**config.mk**
```make
export PLATFORM = sky130hd
export DESIGN_NAME = hspi_tx_arbiter
export DESIGN_NICKNAME = d
export VERILOG_FILES = /design/src/rtl/hspi_tx_arbiter.sv
export SDC_FILE = /design/constraint.sdc
export NUM_CORES = 1
export LEC_CHECK = 0
export ABC_CLOCK_PERIOD_IN_PS = 2000
export CAP_MARGIN = 20
export CORE_MARGIN = 10
export CORE_UTILIZATION = 32
export DETAILED_ROUTE_END_ITERATION = 10
export PLACE_DENSITY = 0.81
export SLEW_MARGIN = 20
export SYNTH_ARGS = -nofsm -noshare
export SYNTH_HDL_FRONTEND = slang
export SYNTH_SLANG_ARGS = --single-unit
```
**constraint.sdc**
```tcl
create_clock -name clk -period 2 [get_ports clk]
set_input_delay 0.5 -clock clk [delete_from_list [all_inputs] [get_ports clk]]
set_output_delay 0.5 -clock clk [all_outputs]
set_load 0.02 [all_outputs]
```
**src/rtl/hspi_tx_arbiter.sv**
```systemverilog
// hspi_tx_arbiter: round-robin arbiter that shares one HSPI TX engine among
// N_REQ packet sources and steers the engine's RAM read port to the winner.
// Ports: clk, rstn (async, active low); req/done/pending per source;
// err on timeout; gnt_vld/gnt_id grant status; tx_act engine start pulse;
// hspi_busy engine HTREQ; ram_addr/ram_rdata engine RAM port;
// src_addr/src_rdata per-source buffer port (source i at [i*DATA_W +: DATA_W]).
// Optional: define HSPI_ARB_PRIO_EN to give source 0 strict priority.
module hspi_tx_arbiter #(
   parameter int N_REQ       = 4,
   parameter int GAP_CYC     = 16,
   parameter int TIMEOUT_CYC = 65535,
   parameter int ADDR_W      = 9,
   parameter int DATA_W      = 32
) (
   input  logic                    clk,
   input  logic                    rstn,
   input  logic [N_REQ-1:0]        req,
   output logic [N_REQ-1:0]        done,
   output logic                    err,
   output logic                    gnt_vld,
   output logic [2:0]              gnt_id,
   output logic [N_REQ-1:0]        pending,
   output logic                    tx_act,
   input  logic                    hspi_busy,
   input  logic [ADDR_W-1:0]       ram_addr,
   output logic [DATA_W-1:0]       ram_rdata,
   output logic [ADDR_W-1:0]       src_addr,
   input  logic [N_REQ*DATA_W-1:0] src_rdata
);

   localparam int TW     = $clog2(TIMEOUT_CYC + 1);
   localparam int GW     = (GAP_CYC > 0) ? $clog2(GAP_CYC + 1) : 1;
   localparam int GAP_M1 = (GAP_CYC > 0) ? GAP_CYC - 1 : 0;

   localparam logic [TW-1:0] TMO_LAST = TW'(TIMEOUT_CYC - 1);
   localparam logic [GW-1:0] GAP_LAST = GW'(GAP_M1);

   typedef enum logic [2:0] {
      S_IDLE,
      S_LAUNCH,
      S_WSTART,
      S_WEND,
      S_GAP
   } state_t;

   state_t           state_q, state_d;
   logic [N_REQ-1:0] pend_q, pend_d;
   logic [N_REQ-1:0] done_q, done_d;
   logic             err_q, err_d;
   logic [2:0]       gnt_q, gnt_d;
   logic [2:0]       last_q, last_d;
   logic [TW-1:0]    tmo_q, tmo_d;
   logic [GW-1:0]    gap_q, gap_d;

   logic             hi_vld, lo_vld, win_vld;
   logic [2:0]       hi_id, lo_id, win_id;
   logic [N_REQ-1:0] gnt_oh;

   // Round-robin pick: lowest pending index above last_q, else the
   // lowest pending index at or below it (the wrap-around).
   always_comb begin
      hi_vld = 1'b0;
      hi_id  = '0;
      lo_vld = 1'b0;
      lo_id  = '0;
      for (int i = N_REQ - 1; i >= 0; i--) begin
         if (pend_q[i] && (3'(i) > last_q)) begin
            hi_vld = 1'b1;
            hi_id  = 3'(i);
         end
         if (pend_q[i] && (3'(i) <= last_q)) begin
            lo_vld = 1'b1;
            lo_id  = 3'(i);
         end
      end
      win_vld = hi_vld | lo_vld;
      win_id  = hi_vld ? hi_id : lo_id;
`ifdef HSPI_ARB_PRIO_EN
      if (pend_q[0]) begin
         win_vld = 1'b1;
         win_id  = '0;
      end
`endif
   end

   always_comb begin
      gnt_oh = '0;
      for (int i = 0; i < N_REQ; i++)
         gnt_oh[i] = (gnt_q == 3'(i));
   end

   always_comb begin
      state_d = state_q;
      gnt_d   = gnt_q;
      last_d  = last_q;
      done_d  = '0;
      err_d   = 1'b0;
      tmo_d   = '0;
      gap_d   = '0;
      unique case (state_q)
         S_IDLE: begin
            if (win_vld) begin
               gnt_d   = win_id;
`ifdef HSPI_ARB_PRIO_EN
               // Source 0 grants leave the rotation among 1..N-1 intact.
               if (win_id != 3'd0)
                  last_d = win_id;
`else
               last_d  = win_id;
`endif
               state_d = S_LAUNCH;
            end
         end
         S_LAUNCH: state_d = S_WSTART;
         S_WSTART: begin
            if (hspi_busy) begin
               state_d = S_WEND;
            end else if (tmo_q == TMO_LAST) begin
               state_d = S_GAP;
               done_d  = gnt_oh;
               err_d   = 1'b1;
            end else begin
               tmo_d = tmo_q + 1'b1;
            end
         end
         S_WEND: begin
            if (!hspi_busy) begin
               state_d = S_GAP;
               done_d  = gnt_oh;
            end else if (tmo_q == TMO_LAST) begin
               state_d = S_GAP;
               done_d  = gnt_oh;
               err_d   = 1'b1;
            end else begin
               tmo_d = tmo_q + 1'b1;
            end
         end
         S_GAP: begin
            if ((GAP_CYC == 0) || (gap_q == GAP_LAST))
               state_d = S_IDLE;
            else
               gap_d = gap_q + 1'b1;
         end
         default: state_d = S_IDLE;
      endcase
   end

   // A new request in the completion cycle must not be lost.
   assign pend_d = (pend_q & ~done_q) | req;

   always_ff @(posedge clk or negedge rstn) begin
      if (!rstn) begin
         state_q <= S_IDLE;
         pend_q  <= '0;
         done_q  <= '0;
         err_q   <= 1'b0;
         gnt_q   <= '0;
         last_q  <= 3'(N_REQ - 1);
         tmo_q   <= '0;
         gap_q   <= '0;
      end else begin
         state_q <= state_d;
         pend_q  <= pend_d;
         done_q  <= done_d;
         err_q   <= err_d;
         gnt_q   <= gnt_d;
         last_q  <= last_d;
         tmo_q   <= tmo_d;
         gap_q   <= gap_d;
      end
   end

   assign tx_act  = (state_q == S_LAUNCH);
   assign gnt_vld = (state_q == S_LAUNCH) ||
                    (state_q == S_WSTART) ||
                    (state_q == S_WEND);
   assign gnt_id  = gnt_q;
   assign pending = pend_q;
   assign done    = done_q;
   assign err     = err_q;
   assign src_addr = ram_addr;

   // Zero-latency read mux keeps the engine's RAM timing unchanged.
   always_comb begin
      ram_rdata = '0;
      for (int i = 0; i < N_REQ; i++)
         if (gnt_vld && (gnt_q == 3'(i)))
            ram_rdata = src_rdata[i*DATA_W +: DATA_W];
   end

endmodule

```
==> flow_summary.rst <==
.. list-table::
   :header-rows: 1

   * - Metric
     - Value
   * - Cell Count Post-Placement
     - 531
   * - Die width
     - 114 microns
   * - Achievable frequency
     - 0.441 GHz
   * - Flop and latch count out of synthesis
     - 37
   * - Number of sinks handled by clock tree synthesis
     - 37
   * - Synth area leaders
     - sky130_fd_sc_hd__dfrtp_1, sky130_fd_sc_hd__mux4_2, sky130_fd_sc_hd__and2_1
   * - Max Buffers Root-to-Sink
     - 2
   * - Final non-filler cell total
     - 545
   * - Syn Area/Cell
     - 11.2 sq um
   * - Most common cell after layout, fill and taps aside
     - sky130_fd_sc_hd__clkdlybuf4s50_1
   * - Layout overhead on the synthesized area
     - 79.3%
   * - Leakage
     - 0.00212 uW
   * - Number of distinct library cell variants in the gate-level netlist after synthesis
     - 43
   * - Type of the most critical hold path
     - reg2reg
   * - Latest clock arrival within the worst-skew pair
     - 290 ps
   * - Number of remaining DRC errors
     - 0
   * - Remaining Overflow, GRT
     - 0
   * - Slew Limit Fails
     - 0
   * - Clock tree skew after final layout
     - 5.89 ps
   * - Nets
     - 583
   * - Syn_nets
     - 400
   * - Period utilisation layout
     - 113%
   * - Die Y-Extent
     - 114 microns
   * - Number of filler instances in the final layout
     - 705
   * - Number of warnings printed during yosys synthesis
     - 0
   * - Power density relative to cell area
     - 1320 nW/um^2
   * - Sequential-to-total area share from yosys stat
     - 32.8%
   * - Standard-cell rows
     - 34
   * - Commonest non-fill, non-tap cells in the layout
     - sky130_fd_sc_hd__clkdlybuf4s50_1, sky130_fd_sc_hd__dfrtp_1, sky130_fd_sc_hd__buf_6, sky130_fd_sc_hd__mux4_2, sky130_fd_sc_hd__and2_4
   * - Violations in the final reports
     - negative setup slack
   * - Final worst slack
     - -267 ps
   * - Data arrival time of the critical path
     - 1770 ps
   * - Share of post-route cells with drive strength above 1
     - 31.6%
   * - Summed negative setup slack over all endpoints
     - -7390 ps
   * - Synthesized netlist cell count
     - 253
   * - Overall via count from detail_route
     - 2,825
   * - Number of iterations in the first detailed-routing pass
     - 4
   * - Global-route wire length before repair
     - 17,200 microns
   * - Final Instance Area
     - 5070 sq um
   * - Reported max-cap violation count
     - 0
   * - Floorplan core area
     - 8680 sq um
   * - Type of element launching the critical path
     - flop
   * - Clock-pin slew on the worst setup and hold paths
     - 70 ps
   * - Clock Tree Root
     - sky130_fd_sc_hd__clkbuf_8
   * - Crit end category
     - output pin
   * - Detailed-route vias per instance
     - 5.18
   * - Iter 0 DRT Violations
     - 158
   * - VDD IR max
     - 573 uV
   * - Number of antenna violations at the first check in global routing
     - 0
   * - Wirelength, routed
     - 11,400 microns
   * - CTS tree
     - yes
   * - Maximum level of the CTS H-tree
     - 2
   * - Post-Place Worst Slack
     - -651 ps
   * - Die area
     - 13,000 sq um
   * - Total I/O pin count
     - 199
   * - Final Hold Viols
     - 0
   * - FF/Latch Area
     - 931 sq um
   * - Final critical path time including I/O delays and setup
     - 2270 ps
   * - Largest area contributor in the netlist
     - sky130_fd_sc_hd__dfrtp_1
   * - Starting Density
     - 32.6%
   * - Status
     - complete, but fails checks
   * - GRT Util Overall
     - 16.8%
   * - Area of the mapped netlist
     - 2830 sq um
   * - Vias in the first global route
     - 3,039
   * - Placement Cell Area
     - 4790 sq um
   * - Count of buffers from port buffering
     - 179
   * - Top-area cell type share of the netlist area
     - 30.9%
   * - Routability congestion estimate
     - 0.865
   * - Required time at the worst-slack endpoint
     - 1500 ps
   * - Diode count
     - 0
   * - Hpwl dp
     - 9260 microns
   * - Antenna Nets Post-Route
     - 0
   * - Number of buffers inserted during clock tree synthesis
     - 5
   * - Maximum number of pins on one net before global-route repair
     - 38
   * - Setup repair after global routing missed its margin
     - yes
   * - Largest fanout on the critical path
     - 8
   * - Multi-input gate area in the final layout
     - 1800 sq um
   * - Post-DR wirelength/cell
     - 20.9 microns
   * - Final count of negative-setup-slack endpoints
     - 32
   * - Critical path start-end classification
     - reg2out
## metal layers
layer  track usage, %  up-vias  share of wire [%]  wire length [microns]
li1                 -     1289                  -                      -
met1             17.4     1393                 35                   4020
met2             30.9      125                 54                   6130
met3             6.35       18                9.0                   1020
met4             4.09        0                1.8                    204
met5                0        -                  0                      0
## per-stage QoR
step / power, uW / hold slack, ps / utilization [%]
finish: 6680 / 461 / 58.5
global route: 7080 / 486 / 58.5
CTS: 6720 / 461 / 58.5
detailed placement: 5390 / 446 / 55.2
global placement: 5330 / 447 / 55.2
floorplan: 3490 / 204 / -
## cell usage after synthesis
library cell and number:
sky130_fd_sc_hd__and4_1 1, sky130_fd_sc_hd__and2_1 33, sky130_fd_sc_hd__o41a_1 1, sky130_fd_sc_hd__buf_4 10, sky130_fd_sc_hd__dfrtp_1 35, sky130_fd_sc_hd__mux2i_1 1, sky130_fd_sc_hd__nand2_1 7, sky130_fd_sc_hd__a21o_1 3
sky130_fd_sc_hd__o31ai_1 1, sky130_fd_sc_hd__ha_1 3, sky130_fd_sc_hd__a2111oi_0 1, sky130_fd_sc_hd__or2_2 1, sky130_fd_sc_hd__nor3_1 3, sky130_fd_sc_hd__conb_1 1, sky130_fd_sc_hd__xor2_1 7, sky130_fd_sc_hd__clkbuf_1 8
sky130_fd_sc_hd__nor4_1 7, sky130_fd_sc_hd__a21oi_1 5, sky130_fd_sc_hd__o211ai_1 1, sky130_fd_sc_hd__nor2_1 28, sky130_fd_sc_hd__o21ai_2 1, sky130_fd_sc_hd__nor4_4 1, sky130_fd_sc_hd__a31oi_1 1, sky130_fd_sc_hd__dfstp_2 2
sky130_fd_sc_hd__buf_6 1, sky130_fd_sc_hd__o21bai_1 2, sky130_fd_sc_hd__and4_2 1, sky130_fd_sc_hd__o41ai_4 1, sky130_fd_sc_hd__or3_1 1, sky130_fd_sc_hd__xnor2_1 10, sky130_fd_sc_hd__nand2b_1 1, sky130_fd_sc_hd__o221ai_1 1
sky130_fd_sc_hd__nand4_1 5, sky130_fd_sc_hd__and3_1 2, sky130_fd_sc_hd__nand4_4 2, sky130_fd_sc_hd__nand3b_2 1, sky130_fd_sc_hd__inv_1 11, sky130_fd_sc_hd__o41ai_2 1, sky130_fd_sc_hd__mux4_2 32, sky130_fd_sc_hd__nand3_1 10
sky130_fd_sc_hd__o21ai_0 3, sky130_fd_sc_hd__nor4b_2 1, sky130_fd_sc_hd__buf_2 5
## power by group
group | leakage, uW | switching [uW] | internal, uW
registers | 0.000478 | 101 | 874
logic | 0.00160 | 2270 | 2950
clock network | 0.0000395 | 245 | 247
## worst max-delay path: stages (launching register included)
cell	delay (ps)
sky130_fd_sc_hd__dfrtp_2	410
sky130_fd_sc_hd__buf_12	130
sky130_fd_sc_hd__buf_16	130
sky130_fd_sc_hd__mux4_2	510
sky130_fd_sc_hd__and2_4	160
sky130_fd_sc_hd__buf_6	120
## registers in the layout, summed over array words and instances (netlist names)
register and flops:
err 1, done 4, pending 4, state_q 3, gnt_id 2, gap_q 5, last_q 2, tmo_q 16
## worst paths after layout
kind                                             from               endpoint  slack, ps  depth (start not counted)
worst max-delay path            gnt_id[0]$_DFFE_PN0P_          ram_rdata[10]       -270                          5
worst min-delay path               gap_q[0]$_DFF_PN0_     gap_q[0]$_DFF_PN0_        460                          1
worst max register to register     tmo_q[0]$_DFF_PN0_    tmo_q[13]$_DFF_PN0_        230                          6
worst min register to register     gap_q[0]$_DFF_PN0_     gap_q[0]$_DFF_PN0_        460                          1
max in group asynchronous                        rstn  last_q[0]$_DFFE_PN1P_       1180                          2
min in group asynchronous                        rstn     tmo_q[4]$_DFF_PN0_        570                          2
## area by class of cell
class / instances / area share [%]
well taps: 108 / 2.66
flip-flops and latches: 37 / 18.3
clock buffers: 8 / 1.58
inverters: 11 / 0.814
repair buffers: 200 / 41.1
multi-input cells: 181 / 35.5
## repair_timing
item / 4_1_cts / 5_1_grt
hold buffers: 0 / 0
setup endpoints to repair: 36 / 35
pin swaps: 32 / 0
gates cloned: 1 / 0
setup buffers: 5 / 0
resized for setup: 249 / 5
## kinds of logic after synthesis
| group | Yosys count | share of synthesized area, % |
|---|---|---|
| and+or+nand+nor | 105 | 21.8 |
| DFF | 37 | 32.8 |
| buffers and inverters | 35 | 6.45 |
| muxes | 33 | 25.8 |
| AOI/OAI and AO/OA | 22 | 6.37 |
| xor gates and xnor gates | 17 | 5.26 |
| adders and majority gates | 3 | 1.33 |
| other | 1 | 0.132 |
No activity file was read; power rests on OpenSTA's default activity.
